**src/rtl/move_input_ctrl.sv**
```systemverilog
// Direction-button front end: sync, debounce, edge-detect, arbitrate, lock out.
// Ports: clk/reset, btn_n/s/e/w raw buttons, sw/win/die room flags -> n/s/e/w pulses, k.
module move_input_ctrl #(
  parameter int DB_LIMIT = 4,
  parameter int CNT_W    = 3
) (
  input  logic clk,
  input  logic reset,
  input  logic btn_n,
  input  logic btn_s,
  input  logic btn_e,
  input  logic btn_w,
  input  logic sw,
  input  logic win,
  input  logic die,
  output logic n,
  output logic s,
  output logic e,
  output logic w,
  output logic k
);

  localparam logic [CNT_W-1:0] LP_CNT_MAX = CNT_W'(DB_LIMIT - 1);

  // bit order everywhere: 0=N, 1=S, 2=E, 3=W
  logic [3:0]       w_btn;
  logic [3:0]       w_cand;
  logic [3:0]       w_grant;
  logic             w_lock;

  logic [3:0]       r_sync1;
  logic [3:0]       r_sync2;
  logic [3:0]       r_stable;
  logic [3:0]       r_stable_d;
  logic [3:0]       r_rise;
  logic [3:0]       r_mv;
  logic             r_k;
  logic [CNT_W-1:0] r_cnt [4];

  assign w_btn  = {btn_w, btn_e, btn_s, btn_n};
  assign w_lock = win | die;
  assign w_cand = w_lock ? 4'b0000 : r_rise;

  // fixed priority N > S > E > W; losers are dropped
  always_comb begin
    w_grant = 4'b0000;
    if (w_cand[0])      w_grant = 4'b0001;
    else if (w_cand[1]) w_grant = 4'b0010;
    else if (w_cand[2]) w_grant = 4'b0100;
    else if (w_cand[3]) w_grant = 4'b1000;
  end

  always_ff @(posedge clk) begin
    if (reset) begin
      r_sync1    <= '0;
      r_sync2    <= '0;
      r_stable   <= '0;
      r_stable_d <= '0;
      r_rise     <= '0;
      r_mv       <= '0;
      r_k        <= 1'b0;
      for (int i = 0; i < 4; i++) r_cnt[i] <= '0;
    end else begin
      r_sync1    <= w_btn;
      r_sync2    <= r_sync1;
      r_stable_d <= r_stable;
      // registered rise keeps edge detect off the arbitration path
      r_rise     <= r_stable & ~r_stable_d;
      r_mv       <= w_grant;
      if (sw) r_k <= 1'b1;
      for (int i = 0; i < 4; i++) begin
        if (r_sync2[i] == r_stable[i]) begin
          r_cnt[i] <= '0;
        end else if (r_cnt[i] == LP_CNT_MAX) begin
          r_stable[i] <= r_sync2[i];
          r_cnt[i]    <= '0;
        end else begin
          r_cnt[i] <= r_cnt[i] + 1'b1;
        end
      end
    end
  end

  assign n = r_mv[0];
  assign s = r_mv[1];
  assign e = r_mv[2];
  assign w = r_mv[3];
  assign k = r_k;

endmodule

```
**config.mk**
```make
export PLATFORM = sky130hd
export DESIGN_NAME = move_input_ctrl
export DESIGN_NICKNAME = d
export VERILOG_FILES = /design/src/rtl/move_input_ctrl.sv
export SDC_FILE = /design/constraint.sdc
export NUM_CORES = 1
export LEC_CHECK = 0
export BUFFER_PORTS_ARGS = -buffer_cell sky130_fd_sc_hd__buf_4
export CORE_AREA = 2 2 59 61
export CTS_CLUSTER_DIAMETER = 120
export DETAILED_ROUTE_END_ITERATION = 6
export DIE_AREA = 0 0 61 63
export GPL_ROUTABILITY_DRIVEN = 0
export HOLD_SLACK_MARGIN = 0.02
export PLACE_DENSITY = 0.67
export SYNTH_ARGS = -nofsm -noshare
export SYNTH_HDL_FRONTEND = slang
export SYNTH_SLANG_ARGS = --single-unit
```
**constraint.sdc**
```tcl
create_clock -name clk -period 1.7 [get_ports clk]
set_input_delay 0.34 -clock clk [delete_from_list [all_inputs] [get_ports clk]]
set_output_delay 0.34 -clock clk [all_outputs]
set_load 0.005 [all_outputs]
```
# Word-level counts from Yosys, hierarchy flattened

Memories as Yosys holds them, arrays and structs flattened.
Index checks and enable logic that the tools add are counted.

Bitwise logic cells: 19
Eq/ne operators: 8
Reductions and logical operators: 7
Order comparisons: 0
Multipliers: 0
Muxes and demuxes: 63
$add $sub $neg: 4
Shift-type cells: 0
Div/mod/pow operators: 0

Operators with widths:

| cell                                                 | number |
|---|---|
| two-way mux 1 bit                                    | 47 |
| two-way mux 3 bit                                    | 13 |
| OR 1 bit                                             | 13 |
| adder 3 x 1 -> 3 bit (second input constant)         | 4 |
| equality test 3 x 2 -> 1 bit (second input constant) | 4 |
| two-way mux 4 bit                                    | 2 |
| AND reduction 2 bit                                  | 4 |
| AND 4 bit                                            | 1 |
| equality test 1 bit                                  | 4 |
| inverter 1 bit                                       | 4 |
| inverter 4 bit                                       | 1 |
| OR reduction 4 bit                                   | 1 |
| OR reduction 3 bit                                   | 1 |
| two-way mux 2 bit                                    | 1 |
| OR reduction 2 bit                                   | 1 |

Memories: 1
Logic and storage cells: 115
Bits in latches: 0
Register bits after elaboration: 25
Memory bits (read-only): 0
Output and inout bits: 5
Bits in writable memories: 12

Memories:

| memory | words | bits a word | read ports | clocked after memory_dff | write ports | line | RTL |
|---|---|---|---|---|---|---|---|
| r_cnt  | 4     | 3           | 4          | 0                        | 4           | 38   | `logic [CNT_W-1:0] r_cnt [4];` |

# Logic depth before layout (Yosys ltp)

An unclocked memory read counts as a cell.

Depth after elaboration: 8
Gate-level depth with buffers: 4
Gate-level depth less buffers: 4

# Worst setup path before layout

Ideal clock, no wire load.

Path type: register -> register
Start point: memory r_cnt[1][0]
End point: memory r_cnt[1][2], data pin
Arrival time: 1059 ps
Required time: 1524 ps
Setup time: 176 ps
Period minus slack after synthesis: 1235 ps
Path buffers: 0
Setup slack: 465 ps
Cell stages (with the launch flop): 4
Cells stage by stage: edfxtp_1 -> ha_1 -> ha_1 -> nor4_1

RTL lines:

| item               | line |
|---|---|
| start: declaration | 38 |

==> impl_metrics.csv <==
group,metric,value,unit
synthesis,synth.cell_area,1330,µm²
route,dr_total_vias,755,
power_and_ir_drop,report.power.total,1.45,mW
worst_setup_path,timing.critical_path.arrival,1530,ps
worst_hold_path,min_from,"win",
timing,setup_viol,0,
synthesis,synth.lib_cells_used.distinct,17,
timing,fin_crit_sh,81.4,%
global_route,globalRouteOverflowTotal,0,
timing,hold_viol_final,0,
worst_setup_path,critical_path_depth,3,
die,number_of_cell_rows,21,
cells_and_area,syn2layout_area_growth,18.5,%
die,floorplan.die_area,3840,µm²
cells_and_area,finalNetCount,147,
route,finalWirelength,1710,µm
place,detailed_place.area,1520,µm²
route,detail_route.first_pass.iterations,2,
run,number_of_max_cap_violations,0,
clock_network,clock_sink_count,37,
power_and_ir_drop,power.density_cell_area,923,nW/µm²
worst_setup_path,timing_worst_setup_path_type,"reg2reg",
timing,finalClockSkew,5.78,ps
synthesis,post_synth_main_area_contributors,"sky130_fd_sc_hd__dfxtp_1, sky130_fd_sc_hd__edfxtp_1, sky130_fd_sc_hd__ha_1",
cells_and_area,most_frequent_standard_cell_in_the_layout_excluding_fill_and_tap_cells,"sky130_fd_sc_hd__dfxtp_1",
worst_setup_path,ff2ff_path_depth,3,
worst_setup_path,reg2reg_from,"r_cnt[0][0]$_SDFFCE_PN0P_",
worst_setup_path,reg2reg_setup_slack,320,ps
cells_and_area,final_layout_size_suffix_gt1_share,18.3,%
route,drc,0,
route,via_per_inst,4.27,
die,initial_standard_cell_utilization_of_the_core,41.1,%
clock_network,clk_latency_worst_skew_pair,330,ps
synthesis,synthesis.instances,101,
timing,final.min_clock_period,1380,ps
cells_and_area,filler_cell_count,300,
power_and_ir_drop,peakVddDrop,645,µV
die,die_w,61,µm
global_route,antenna_found_initial,0,
worst_hold_path,min_delay_path_depth,2,
worst_hold_path,hold_path.class,"in2reg",
timing,fin_worst_hold_slack,169,ps
worst_setup_path,setup.worst_path.end_class,"flip-flop",
route,drtAntennaViolNets,0,
clock_network,clk_transition_reported_paths,110,ps
worst_setup_path,r2r-end,"r_cnt[0][2]$_SDFFCE_PN0P_",
power_and_ir_drop,leakage_power_of_the_design,0.636,nW
timing,rsz0062_at_grt,"false",
global_route,groute.usage.overall,10.7,%
synthesis,synth_top_cell_by_area,"sky130_fd_sc_hd__dfxtp_1",
clock_network,cts_root_buffer_type,"sky130_fd_sc_hd__clkbuf_4",
worst_setup_path,crit_path_frequent_cell,"sky130_fd_sc_hd__ha_1",
worst_hold_path,holdPathEnd,"r_mv[0]$_SDFF_PP0_",
cells_and_area,final_cell_area,1570,µm²
global_route,grt_pass1_vias,743,
worst_setup_path,worst-path-buf-inv,0,
die,ioPinCount,14,
clock_network,tritoncts,"yes",
clock_network,cts_resized,0,
timing,max_freq,0.723,GHz
timing,final.setup.tns,0,ps
clock_network,cts_made_buffers,5,
outcome,status,"completed",
cells_and_area,inserted_diodes,0,
cells_and_area,layout.cells.most_common_list,"sky130_fd_sc_hd__dfxtp_1, sky130_fd_sc_hd__nor2b_1, sky130_fd_sc_hd__buf_4",
synthesis,synth_warnings,0,
worst_setup_path,critPathSlowestCell,"sky130_fd_sc_hd__edfxtp_1",
worst_setup_path,critPathLaunchType,"flip-flop",
worst_setup_path,critPathTopFamily,"adder cells",
worst_setup_path,critPathMaxFanout,2,
synthesis,synthesis.area_per_instance,13.2,µm²
die,die_height,63,µm
global_route,maximum_number_of_pins_on_one_net_before_global_route_repair,31,
synthesis,synth_seq_area_share,64.8,%
clock_network,cts_hold_buf,0,
synthesis,synth-seq-cells,37,
clock_network,cts.repair_timing.setup_buffer_count,0,
place,buffer_ports.inserted,13,
route,avgRoutedWirePerCell,9.66,µm
die,placeableCoreArea,3230,µm²
route,drt_iter0_drc,18,
worst_setup_path,cp_data_required_time,1840,ps
global_route,first_pass_grt_wire_length,3000,µm
worst_setup_path,cp_slowest_stage_delay,410,ps
timing,report.final.slew_viol_count,0,
synthesis,synth_top_cell_area_share,37.7,%
worst_setup_path,worstPathCellList,"ha_1 -> ha_1 -> nor4_1",
clock_network,max-clock-path-buffers,2,
clock_network,level_count_of_the_clock_h_tree,2,
[layer usage]
metal,wire length (µm),track usage [%]
met1,751,12.1
met2,813,16.5
met3,94,3.73
met4,50,7.34
met5,0,0
[cell type report]
| type | count | area (µm²) | share of cell area (%) |
|---|---|---|---|
| Clock inverter | 3 | 17.5 | 1.11 |
| Tap cell | 46 | 57.6 | 3.66 |
| Multi-Input combinational cell | 67 | 477 | 30.3 |
| Sequential cell | 37 | 861 | 54.7 |
| Clock buffer | 5 | 37.5 | 2.38 |
| Inverter | 5 | 18.8 | 1.19 |
| Timing Repair Buffer | 14 | 105 | 6.68 |
[synth_stat cells (all sizes together)]
cell,instances
and2b,2
nor4,8
clkbuf,1
buf,2
dfxtp,25
xnor2,4
ha,8
or4,1
nor2b,14
conb,1
nor2,7
mux2i,4
nor4b,6
edfxtp,12
inv,5
nor3b,1
[registers in the layout (all words and copies together), names as in the netlist]
signal      flops
r_sync2         4
r_mv            4
r_sync1         4
r_stable        4
r_rise          4
r_cnt          12
r_stable_d      4
k               1
[where the power goes]
group          total (mW)  internal (mW)  switching, mW
Combinational      0.0727         0.0374         0.0352
Sequential          0.946          0.936         0.0101
Clock               0.434          0.156          0.278
[cells by family after synthesis]
family        after synthesis  share of synthesized area (%)
simple gates               39                           19.3
flops                      37                           64.8
buf+inv                     8                           2.45
fa+ha+maj                   8                           7.53
xor+xnor                    4                           2.64
mux                         4                           3.01
other cells                 1                          0.282
[stage by stage]
step	util, %	setup WS [ps]	instances
after floorplan	-	465	112
after global placement	47.0	409	169
after detailed placement	47.0	314	169
after CTS	48.7	293	177
after global routing	48.7	172	177
final	48.7	316	177
[worst max path at each step]
stage                                            to                      start  slack (ps)
final                     r_cnt[0][2]$_SDFFCE_PN0P_  r_cnt[0][0]$_SDFFCE_PN0P_         320
after detailed placement  r_cnt[0][1]$_SDFFCE_PN0P_  r_cnt[0][0]$_SDFFCE_PN0P_         310
after global routing      r_cnt[3][2]$_SDFFCE_PN0P_  r_cnt[3][0]$_SDFFCE_PN0P_         170
after global placement           r_mv[3]$_SDFF_PP0_                      reset         410
after CTS                 r_cnt[0][1]$_SDFFCE_PN0P_  r_cnt[0][0]$_SDFFCE_PN0P_         290
after floorplan           r_cnt[1][2]$_SDFFCE_PN0P_  r_cnt[1][0]$_SDFFCE_PN0P_         470
No activity file was read; power rests on OpenSTA's default activity.
